$ cat src/rtl/seg_scan_driver_if.sv
// seg_scan_driver_if: display-side bus of the seven-segment scan driver.
//   data     : hex value, nibble i drives digit i (digit 0 rightmost)
//   data_we  : one-cycle write strobe for data
//   blank_lz : blank leading-zero digits when 1
//   an       : active-low anode selects
//   d        : nibble for the hex-to-segment decoder
//   frame    : one-cycle pulse when a new displayed value is committed
interface seg_scan_driver_if #(
    parameter int N_DIG = 8
);
    logic [4*N_DIG-1:0] data;
    logic               data_we;
    logic               blank_lz;
    logic [N_DIG-1:0]   an;
    logic [3:0]         d;
    logic               frame;

    modport master (output data, data_we, blank_lz, input an, d, frame);
    modport slave  (input data, data_we, blank_lz, output an, d, frame);
endinterface

$ cat src/rtl/seg_scan_driver.sv
// seg_scan_driver: time-multiplexed, double-buffered 8-digit seven-segment scan driver.
//   clk  : system clock
//   rstn : asynchronous active-low reset
//   bus  : seg_scan_driver_if slave (data/data_we/blank_lz in, an/d/frame out)
module seg_scan_driver #(
    parameter int N_DIG    = 8,
    parameter int SCAN_DIV = 100000
) (
    input  logic               clk,
    input  logic               rstn,
    seg_scan_driver_if.slave   bus
);
    localparam int CW = $clog2(SCAN_DIV);
    localparam int IW = N_DIG > 1 ? $clog2(N_DIG) : 1;

    logic [CW-1:0]      cnt;
    logic [IW-1:0]      idx;
    logic [4*N_DIG-1:0] shadow;
    logic [4*N_DIG-1:0] pend_data;
    logic               pend;
    logic               tick;
    logic               wrap;
    logic               z;
    logic [N_DIG-1:0]   zero_up;
    logic               blank;
    logic [3:0]         d_nx;
    logic [N_DIG-1:0]   an_nx;

    assign tick = cnt == CW'(SCAN_DIV - 1);
    assign wrap = tick && idx == IW'(N_DIG - 1);

    always_comb begin
        // zero_up[i] is set when every nibble from i up to the top digit is zero
        z       = 1'b1;
        zero_up = '0;
        for (int i = N_DIG - 1; i >= 0; i--) begin
            z          = z && shadow[4*i +: 4] == 4'd0;
            zero_up[i] = z;
        end
        blank = bus.blank_lz && idx != '0 && zero_up[idx];
        d_nx  = shadow[{idx, 2'b00} +: 4];
        an_nx = blank ? '1 : ~(N_DIG'(1) << idx);
    end

    always_ff @(posedge clk or negedge rstn) begin
        if (!rstn) begin
            cnt       <= '0;
            idx       <= '0;
            shadow    <= '0;
            pend_data <= '0;
            pend      <= 1'b0;
            bus.an    <= '1;
            bus.d     <= '0;
            bus.frame <= 1'b0;
        end else begin
            cnt <= tick ? '0 : cnt + CW'(1);
            if (tick)
                idx <= wrap ? '0 : idx + IW'(1);
            if (bus.data_we)
                pend_data <= bus.data;
            // a write landing on the wrap cycle bypasses the pending buffer
            if (wrap) begin
                shadow <= bus.data_we ? bus.data : pend ? pend_data : shadow;
                pend   <= 1'b0;
            end else if (bus.data_we) begin
                pend <= 1'b1;
            end
            bus.frame <= wrap;
            bus.d     <= d_nx;
            bus.an    <= an_nx;
        end
    end
endmodule

$ cat src/flat_wrapper.sv
// flat-port wrapper written by rule: the top's interface ports become plain ports
module seg_scan_driver_flat 
#(
    parameter int N_DIG    = 8,
    parameter int SCAN_DIV = 100000
)
  (clk, rstn, bus_data, bus_data_we, bus_blank_lz, bus_an, bus_d, bus_frame);
  seg_scan_driver_if #(.N_DIG(N_DIG)) bus_i ();
  input  logic clk;
  input  logic rstn;
  input wire logic [$bits(bus_i.data)-1:0] bus_data;
  input wire logic [$bits(bus_i.data_we)-1:0] bus_data_we;
  input wire logic [$bits(bus_i.blank_lz)-1:0] bus_blank_lz;
  output wire logic [$bits(bus_i.an)-1:0] bus_an;
  output wire logic [$bits(bus_i.d)-1:0] bus_d;
  output wire logic [$bits(bus_i.frame)-1:0] bus_frame;
  assign bus_i.data = bus_data;
  assign bus_i.data_we = bus_data_we;
  assign bus_i.blank_lz = bus_blank_lz;
  assign bus_an = bus_i.an;
  assign bus_d = bus_i.d;
  assign bus_frame = bus_i.frame;
  seg_scan_driver #(.N_DIG(N_DIG), .SCAN_DIV(SCAN_DIV)) u_core (.clk(clk), .rstn(rstn), .bus(bus_i));
endmodule
$ cat config.mk
export PLATFORM = sky130hd
export DESIGN_NAME = seg_scan_driver_flat
export DESIGN_NICKNAME = d
export VERILOG_FILES = /design/src/rtl/seg_scan_driver_if.sv /design/src/rtl/seg_scan_driver.sv /design/src/flat_wrapper.sv
export SDC_FILE = /design/constraint.sdc
export NUM_CORES = 1
export LEC_CHECK = 0
export ABC_CLOCK_PERIOD_IN_PS = 2000
export CORE_UTILIZATION = 51
export CTS_CLUSTER_SIZE = 12
export DETAILED_ROUTE_END_ITERATION = 12
export PLACE_DENSITY = 0.76
export SLEW_MARGIN = 20
export SYNTH_ARGS = -nofsm -noshare
export SYNTH_HDL_FRONTEND = slang
export SYNTH_SLANG_ARGS = --single-unit
$ cat constraint.sdc
create_clock -name clk -period 2 [get_ports clk]
set_clock_uncertainty 0.05 [all_clocks]
set_input_delay 0.4 -clock clk [delete_from_list [all_inputs] [get_ports clk]]
set_output_delay 0.4 -clock clk [all_outputs]
set_load 0.01 [all_outputs]
==> out/metrics.cfg <==
[run_status]
status = finished, violations left
violations = hold timing

[timing]
fin_crit_ps = 1980
hold_viol = 12
setup_viol = 0
fin_ws_ps = 24.9
max_freq_mhz = 506
max_slew_margin_pct = 63.1
setup_tns_ps = 0
finalCritPeriodShare_pct = 98.8
drv_slew = 0
hold_slack_ps = -28.8
worst_slew_pin_slew_ps = 548

[floorplan]
die_x_microns = 94.8
start_util_pct = 53.2
die_h_microns = 94.8
ioPinCount = 49
dieArea_sq_mm = 0.00899
rows = 33
coreArea_sq_mm = 0.00826

[logic_synthesis]
synth_top_cell_by_area = dfrtp_1
synthArstFlopShare_pct = 100
ys_ff_latch = 98
synthFlopType = dfrtp_1
ys_types = 40
yosysMostFrequentCell = dfrtp_1
synth_area_leaders = dfrtp_1 51%, mux2_4 10%, mux2_2 8.7%
synth.avg_cell_area_sq_um = 14.5
synth_edf_count = 0
synth.top_cells.by_count = 90 x dfrtp_1, 34 x mux2_2, 30 x mux2_4
yosysTopAreaCellShare_pct = 51.3
syn_area_sq_mm = 0.00439
netlist_instances = 302
synth_fp_nets = 345
yosys_warnings = 0
yosysSeqAreaShare_pct = 56.1

[power]
p_seq_share_pct = 58.2
switching_share_pct = 24.7
p_leak_nw = 2.44
p_total_w = 0.00363
power-per-cell-area_mw_per_mm2 = 673
pwr-share-comb_pct = 8.6
ir_drop_mv = 0.546
power_switching_w = 0.000899
p_int_w = 0.00273
p_clk_share_pct = 33.2

[cts]
htree_levels = 3
cts_tree = yes
clock_sinks = 98
clock_path_buffers = 2
clk_pin_slew_worst_paths_ps = 110
cts_root_buf = clkbuf_8
clk_latency_ps = 370
cts_inserted_buffers = 9

[route]
drtAntennaViolNets = 0
routedWlPerCell_microns = 16.7
drt-total-wl_mm = 8.24
drc = 0
via_per_inst = 5.44
drt_pass1_iterations = 4
vias = 2688
dr.first_iter.drc_count = 153

[global_routing]
track_usage_pct = 19.9
grt_pass1_wl_mm = 13.4
grt_max_degree = 99
antenna_found_initial = 0
gr-total-overflow = 0
first_global_vias = 2711

[setup_path]
crit_chain = nor4b_4 > nand4_2 > or3_4 > buf_12 > mux2_4
criticalPathCategory = reg2reg
max_stage_delay_ps = 410
critPathLaunchType = register
cp_max_fo = 21
reg2reg_depth = 5
cp.depth = 5
path_buf_inv = 1
arrival_ps = 2180
worst_setup_path_end_kind = register
cp.required_ps = 2210
cpLargestDelayFamily = simple AND/OR/NAND/NOR gates
critPathSlowestCell = dfrtp_1

[finish]
n_antenna_cell = 0
drive_gt1_share_pct = 36.8
final_area_sq_mm = 0.00539
finalNetCount = 427
final_cells = 494
fill_cells = 605
area_growth_pct = 22.8

[place]
place_inst = 476
place_area_sq_mm = 0.00518
port_buffers = 48
pre_cts_ws_ps = -220
gp_congestion = 0.834
place_hpwl_mm = 5.85

[min_path]
hold_class = in2async

[job]
drv_cap = 0

## final timing paths
| check | from | to | slack [ps] |
|---|---|---|---|
| setup / recovery | u_core.cnt[14]$_DFF_PN0_ | u_core.shadow[15]$_DFFE_PN0P_ | 20 |
| hold / removal | rstn | u_core.pend_data[6]$_DFFE_PN0P_ | -30 |
| setup reg to reg | u_core.cnt[14]$_DFF_PN0_ | u_core.shadow[15]$_DFFE_PN0P_ | 20 |
| hold reg to reg | u_core.pend_data[25]$_DFFE_PN0P_ | u_core.pend_data[25]$_DFFE_PN0P_ | 460 |
| max in group asynchronous | rstn | u_core.bus.an[0]$_DFF_PN1_ | 1470 |
| min in group clk | u_core.pend_data[25]$_DFFE_PN0P_ | u_core.pend_data[25]$_DFFE_PN0P_ | 460 |
## cell families after synthesis
logic type | after synthesis | share of synthesized area (%)
AOI/OAI and AO/OA | 21 | 3.05
xor gates and xnor gates | 12 | 2.39
adders and majority gates | 7 | 1.99
buffers and inverters | 17 | 3.33
DFF | 98 | 56.1
muxes | 72 | 23.1
and+or+nand+nor | 75 | 10.1
## power by group through the flow
| stage | logic [W] | clock network (W) | registers [W] |
|---|---|---|---|
| after floorplan | 0.000167 | 0 | 0.00214 |
| after global placement | 0.000311 | 0 | 0.00215 |
| after detailed placement | 0.000317 | 0 | 0.00215 |
| after CTS | 0.000320 | 0.00124 | 0.00211 |
| after global routing | 0.000344 | 0.00132 | 0.00212 |
| final | 0.000314 | 0.00120 | 0.00211 |
## flip-flops by register name, indices dropped and copies added (netlist names)
signal,flops
u_core.cnt,17
u_core.bus.frame,1
u_core.idx,3
u_core.shadow,32
u_core.pend_data,32
u_core.pend,1
u_core.bus.d,4
u_core.bus.an,8
## stage by stage
| stage | hold slack [ps] | utilization (%) |
|---|---|---|
| finish | -28.8 | 65.3 |
| global route | 35.7 | 65.3 |
| CTS | 24.4 | 65.0 |
| detailed placement | 437 | 62.7 |
| global placement | 432 | 62.7 |
| floorplan | 54.4 | - |
## final cells by class
cell class                      instances  area (sq um)  area share (%)
Multi-Input combinational cell        187          1790            33.3
Timing Repair Buffer                   84           806            14.9
Tap cell                              105           131            2.44
Clock buffer                            9           124            2.30
Sequential cell                        98          2460            45.7
Inverter                                4          15.0           0.278
Clock inverter                          7          60.1            1.11
## worst reg2reg max path: stages, from the launching register on
cell and delay (ps):
dfrtp_1 410, nor4b_4 330, nand4_2 170, or3_4 400, buf_12 190, mux2_4 320
## placed cells by master (no fill, tap or decap), types with 5 or more instances in the layout
cell and instances:
clkdlybuf4s50_1 47, mux2_2 34, nand2_1 18, nand3_1 13
nor4_1 7, a21oi_1 5, mux2_4 30, ha_1 6
dfstp_2 8, clkbuf_8 9, dfrtp_1 90, xnor2_1 9
mux4_2 8, nor2_1 8, buf_4 31, o21ai_0 9
## routing by layer
metal  up-vias  track usage, %  share of wire, %
li1       1265               -                 -
met1      1353            27.5                47
met2        61            31.6                48
met3         9            4.91               4.5
met4         0            4.92              0.69
met5         -               0                 0
## what timing repair did
| action | 4_1_cts | 5_1_grt |
|---|---|---|
| endpoints found under the hold margin | 0 | 0 |
| hold buffers | 0 | 0 |
| setup buffers | 0 | 2 |
| endpoints found under the setup margin | 32 | 33 |
| pin swaps | 1 | 2 |
| resized for setup | 2 | 4 |
Note: power is estimated with default switching activity, not from simulation.
